==> src/rtl/cordic_angle_sequencer.sv <==
// cordic_angle_sequencer
//
// Upstream stage of the CORDIC controller. One angle is accepted per
// transaction over a valid/ready handshake and held on z_out for the
// controller. After a one-cycle core_start pulse the sequencer walks ITER
// iteration cycles. In each cycle it records the controller's dir_gt bit
// into out_dir and flags the inconsistent comparator case (lt and gt both
// high). On the last iteration it captures core_result. The transaction
// result is then offered on an output valid/ready handshake.
//
// FSM: IDLE -> LOAD -> RUN -> HOLD -> IDLE.
// out_valid is registered from the HOLD state. As a result, the first HOLD
// cycle only settles the captured data, and out_valid rises one edge after
// HOLD is entered.
//
// Optional feature macro: CORDIC_SEQ_SAT_EN
//   defined   : an out-of-range angle is saturated to ANGLE_MAX and still
//               runs the full LOAD/RUN sequence, with out_err set.
//   undefined : an out-of-range angle skips LOAD/RUN and goes straight to
//               HOLD with out_err=1, out_result=0 and out_dir=0.
//
// Ports
//   CLK          in   1      clock, rising edge
//   RST          in   1      synchronous active-high reset
//   in_valid     in   1      upstream angle valid
//   in_ready     out  1      sequencer can accept an angle (IDLE, not in reset)
//   in_angle     in   WIDTH  angle, sampled on in_valid && in_ready
//   z_out        out  WIDTH  held angle for the controller z input
//   core_start   out  1      one-cycle pulse restarting the controller
//   dir_lt       in   1      controller comparator less-than
//   dir_gt       in   1      controller comparator greater-than
//   core_result  in   WIDTH  controller result, sampled on the last RUN cycle
//   out_valid    out  1      result transaction valid
//   out_ready    in   1      downstream accepts the result
//   out_result   out  WIDTH  captured core_result (0 when skipped on error)
//   out_dir      out  ITER   direction vector, bit i = dir_gt of iteration i
//   out_err      out  1      out-of-range angle or comparator inconsistency
module cordic_angle_sequencer #(
  parameter int WIDTH     = 6,
  parameter int ITER      = 6,
  parameter int ANGLE_MAX = 45
) (
  input  logic             CLK,
  input  logic             RST,
  input  logic             in_valid,
  output logic             in_ready,
  input  logic [WIDTH-1:0] in_angle,
  output logic [WIDTH-1:0] z_out,
  output logic             core_start,
  input  logic             dir_lt,
  input  logic             dir_gt,
  input  logic [WIDTH-1:0] core_result,
  output logic             out_valid,
  input  logic             out_ready,
  output logic [WIDTH-1:0] out_result,
  output logic [ITER-1:0]  out_dir,
  output logic             out_err
);

  // The counter can reach ITER on the final RUN edge without wrapping.
  localparam int               CNT_W       = $clog2(ITER) + 1;
  localparam logic [CNT_W-1:0] CNT_LAST    = CNT_W'(ITER - 1);
  localparam logic [WIDTH-1:0] ANGLE_MAX_V = WIDTH'(ANGLE_MAX);

  localparam logic [1:0] S_IDLE = 2'd0;
  localparam logic [1:0] S_LOAD = 2'd1;
  localparam logic [1:0] S_RUN  = 2'd2;
  localparam logic [1:0] S_HOLD = 2'd3;

  logic [1:0]       state_q,      state_d;
  logic [CNT_W-1:0] cnt_q,        cnt_d;
  logic [WIDTH-1:0] z_out_q,      z_out_d;
  logic             core_start_q, core_start_d;
  logic             out_valid_q,  out_valid_d;
  logic [WIDTH-1:0] out_result_q, out_result_d;
  logic [ITER-1:0]  out_dir_q,    out_dir_d;
  logic             out_err_q,    out_err_d;

  logic accept;

  function automatic logic angle_illegal(input logic [WIDTH-1:0] a);
    return a > ANGLE_MAX_V;
  endfunction

`ifdef CORDIC_SEQ_SAT_EN
  function automatic logic [WIDTH-1:0] sat_angle(input logic [WIDTH-1:0] a);
    return angle_illegal(a) ? ANGLE_MAX_V : a;
  endfunction
`endif

  assign in_ready = (state_q == S_IDLE) && !RST;
  assign accept   = in_valid && in_ready;

  always_comb begin
    state_d      = state_q;
    cnt_d        = cnt_q;
    z_out_d      = z_out_q;
    core_start_d = 1'b0;
    out_valid_d  = 1'b0;
    out_result_d = out_result_q;
    out_dir_d    = out_dir_q;
    out_err_d    = out_err_q;

    case (state_q)
      S_IDLE: begin
        if (accept) begin
          // Result fields are cleared at accept so that nothing from the
          // previous transaction leaks into this one.
          out_dir_d    = '0;
          out_result_d = '0;
          out_err_d    = angle_illegal(in_angle);
`ifdef CORDIC_SEQ_SAT_EN
          z_out_d      = sat_angle(in_angle);
          core_start_d = 1'b1;
          state_d      = S_LOAD;
`else
          z_out_d      = in_angle;
          if (angle_illegal(in_angle)) begin
            state_d = S_HOLD;
          end else begin
            core_start_d = 1'b1;
            state_d      = S_LOAD;
          end
`endif
        end
      end

      S_LOAD: begin
        cnt_d   = '0;
        state_d = S_RUN;
      end

      S_RUN: begin
        for (int i = 0; i < ITER; i++) begin
          if (cnt_q == CNT_W'(i)) out_dir_d[i] = dir_gt;
        end
        if (dir_lt && dir_gt) out_err_d = 1'b1;
        cnt_d = cnt_q + CNT_W'(1);
        if (cnt_q == CNT_LAST) begin
          out_result_d = core_result;
          state_d      = S_HOLD;
        end
      end

      S_HOLD: begin
        if (out_valid_q && out_ready) begin
          out_valid_d = 1'b0;
          state_d     = S_IDLE;
        end else begin
          out_valid_d = 1'b1;
        end
      end

      default: begin
        state_d = S_IDLE;
      end
    endcase
  end

  always_ff @(posedge CLK) begin
    if (RST) begin
      state_q      <= S_IDLE;
      cnt_q        <= '0;
      z_out_q      <= '0;
      core_start_q <= 1'b0;
      out_valid_q  <= 1'b0;
      out_result_q <= '0;
      out_dir_q    <= '0;
      out_err_q    <= 1'b0;
    end else begin
      state_q      <= state_d;
      cnt_q        <= cnt_d;
      z_out_q      <= z_out_d;
      core_start_q <= core_start_d;
      out_valid_q  <= out_valid_d;
      out_result_q <= out_result_d;
      out_dir_q    <= out_dir_d;
      out_err_q    <= out_err_d;
    end
  end

  assign z_out      = z_out_q;
  assign core_start = core_start_q;
  assign out_valid  = out_valid_q;
  assign out_result = out_result_q;
  assign out_dir    = out_dir_q;
  assign out_err    = out_err_q;

endmodule
==> config.mk <==
export PLATFORM = sky130hd
export DESIGN_NAME = cordic_angle_sequencer
export DESIGN_NICKNAME = d
export VERILOG_FILES = /design/src/rtl/cordic_angle_sequencer.sv
export SDC_FILE = /design/constraint.sdc
export NUM_CORES = 1
export LEC_CHECK = 0
export CORE_AREA = 2 2 59 61
export DETAILED_ROUTE_END_ITERATION = 8
export DIE_AREA = 0 0 61 63
export GPL_TIMING_DRIVEN = 0
export MAX_ROUTING_LAYER = met4
export PLACE_DENSITY = 0.74
export SLEW_MARGIN = 20
export SYNTH_ARGS = -nofsm -noshare
export SYNTH_HDL_FRONTEND = slang
export SYNTH_SLANG_ARGS = --single-unit
==> constraint.sdc <==
create_clock -name CLK -period 1.7 [get_ports CLK]
set_input_delay 0.34 -clock CLK [delete_from_list [all_inputs] [get_ports CLK]]
set_output_delay 0.34 -clock CLK [all_outputs]
set_load 0.02 [all_outputs]
==> summary.txt <==
Post-synth EDFFs - 0
synthesized cell area - 0.001215 mm^2
GRT Total Usage - 17.79%
core footprint - 0.003232 mm^2
# DRC - 0
combinational power share - 57.7%
# rows - 21
internal power - 0.001586 W
global-route wire length before repair - 5278 um
crit path cell chain - inv_2 -> ha_4 -> buf_6 -> nor2b_1 -> buf_4
Final Hold Fails - 0
DR vias - 1242
number of antenna-violating nets in the routed design - 0
post-synthesis cell count - 137
relative slew slack - 65.83%
Period minus WS final - 1653 ps
Final Power - 0.002565 W
global placement routability congestion - 0.7891
DP HPWL - 2319 um
Post-synth ARST share - 0%
RSZ-0062 raised after global routing - yes
synthesized area per cell - 8.868 um^2
Slew Viols, Final - 0
n_diodes - 0
Synth area leader - dfxtp_1
Post-Place Worst Slack - -356.1 ps
register share of total power - 31.1%
startpoint types - flop
antenna violations before repair - 0
Psw - 0.0009789 W
Seq/Total Area, Yosys - 44.49%
CTS root buffer - clkbuf_4
Final Core Density - 57.92%
hold buffer count at cts - 0
post-synth top area share - 44.49%
Reg2Reg Depth - 8
TritonCTS Buffers - 3
status - completed
Routed WL - 3313 um
DR vias/cell - 5.241
Placed Instances - 221
clock skew - 10.43 ps
Crit Path Max Fanout - 8
top-count cell post-synth - dfxtp_1
Clock power frac - 11.2%
Worst Path Required - 1360 ps
Clock Path Buffers - 2
worst slew pin tran - 510.6 ps
Top FF cell, synth - dfxtp_1
DIE HEIGHT - 63 um
synth top area cells - dfxtp_1, a21oi_1, ha_1, a22o_1, nand3_1
Syn. warnings - 0
worst skew pair latency - 330 ps
Total Neg Setup Slack - 0 ps
CTS Sinks - 27
final net count - 217
die width - 61 um
Post-Syn Nets - 162
Area Growth Syn to Fin - 54.07%
WHS Path Cells - 3
PD cells - 1370 mW/mm^2
Initial Utilization - 37.59%
Critical-path top delay cell - dfxtp_2
Crit path arrival time - 1310 ps
Slowest Stage Delay on Critical Path - 380 ps
max_cap viols - 0
I/O pin count - 40
total gr overflow - 0
largest net degree at the start of global routing - 17
critical path class - flop to output pin
synth cell count leaders - dfxtp_1, a21oi_1, nand2_1
initial DRC count - 29
fin cells - 237
worst min-delay path class - input port to flop
CTS HTree Levels - 1
P_leak - 0.8115 nW
vias in the first global route - 1246
capturing element type of the critical path - output pin
DRT Pass-1 Iters - 4
Final WS setup - 46.86 ps
crit share post-route - 97.24%
Buffers on Ports - 38
Clk pin slew, worst setup/hold paths - 160 ps
max frequency - 0.6049 GHz
CTS tree - yes
# setup viols final - 0
Yosys cell types - 31
share of cells above drive strength 1 - 18.85%
Sw Ratio - 38.17%
synthesized flop and latch total - 27
Max IR drop VDD - 0.0005626 V
drt wl/cell - 13.98 um
die area - 0.003843 mm^2
## critical path: cells and delay by family (launching register included)
kind                     cells  cell delay [ps]
flip-flops                   1              380
buffers and inverters        3              340
adder cells (fa/ha/maj)      1              150
AND/OR/NAND/NOR              1              120
## timing repair
action / 4_1_cts / 5_1_grt
endpoints found under the setup margin: 15 / 17
buffers inserted: 5 / 7
gates resized for setup: 21 / 14
pin swaps: 3 / 2
## per-stage QoR
step / area, um^2 / hold slack [ps]
after detailed placement: 1653 / 451.3
after global routing: 1872 / 319.0
final: 1872 / 323.7
after CTS: 1775 / 319.0
after global placement: 1653 / 443.4
after floorplan: 1215 / 473.0
## state kept, by name, indices dropped and copies added, names as in the netlist
name / cells
cnt_q: 4
core_start: 1
out_dir: 6
out_err: 1
out_result: 6
out_valid: 1
state_q: 2
z_out: 6
## area by class of cell
| class | count | area [um^2] |
|---|---|---|
| well taps | 46 | 57.56 |
| multi-input cells | 99 | 683.2 |
| flip-flops and latches | 27 | 545.5 |
| clock inverters | 1 | 7.507 |
| fillers | 287 | 1360 |
| repair buffers | 50 | 485.5 |
| plain buffers | 6 | 51.30 |
| inverters | 5 | 18.77 |
| clock buffers | 3 | 22.52 |
## path summary, 6_finish.rpt
| kind | start | to | slack [ps] |
|---|---|---|---|
| worst max-delay path | state_q[1] | in_ready | 50 |
| worst min-delay path | in_valid | z_out[1] | 320 |
| worst max register to register | state_q[0] | out_result[4] | 60 |
| worst min register to register | z_out[0] | z_out[0] | 470 |
## power by group through the flow
stage / registers [W] / logic (W) / clock network [W]
floorplan: 0.000876 / 0.000615 / 0
global placement: 0.000800 / 0.000999 / 0
detailed placement: 0.000808 / 0.00103 / 0
CTS: 0.000795 / 0.00128 / 0.000298
global route: 0.000810 / 0.00160 / 0.000327
finish: 0.000797 / 0.00148 / 0.000288
## cell families after synthesis
kind of cell | after synthesis | synth area share, %
compound gates | 45 | 23.07
fa+ha+maj | 7 | 7.209
mux | 1 | 0.8239
simple gates | 46 | 20.39
buf+inv | 11 | 4.017
flops | 27 | 44.49
## cells in the final DEF (no fill, tap or decap), types with 2 or more instances in the layout
cell / Yosys / routed
nand3b_1: 3 / 3
nand3_1: 9 / 9
nand2b_1: 3 / 3
nor2_1: 9 / 9
clkbuf_1: 2 / 2
a21oi_4: 0 / 2
nand4_1: 5 / 5
o21ai_0: 8 / 8
nor2b_1: 3 / 3
inv_2: 0 / 3
nand2_1: 10 / 10
dlymetal6s2s_1: 0 / 7
clkdlybuf4s50_1: 0 / 30
buf_4: 1 / 14
ha_4: 0 / 2
buf_6: 0 / 2
dfxtp_2: 0 / 4
inv_1: 5 / 2
a21oi_1: 21 / 20
ha_1: 7 / 5
a22oi_1: 2 / 2
clkbuf_4: 0 / 3
dfxtp_1: 27 / 23
a22o_1: 6 / 6
## routing by layer
metal | share of wire (%) | up-vias | wire length, um | track usage (%)
met4 | 0.42 | 0 | 14 | 4.620
met2 | 54 | 50 | 1783 | 29.84
met3 | 6.2 | 4 | 204 | 3.934
met5 | 0 | - | 0 | -
met1 | 40 | 587 | 1309 | 21.07
li1 | - | 601 | - | -
(Power assumes the default switching activity.)
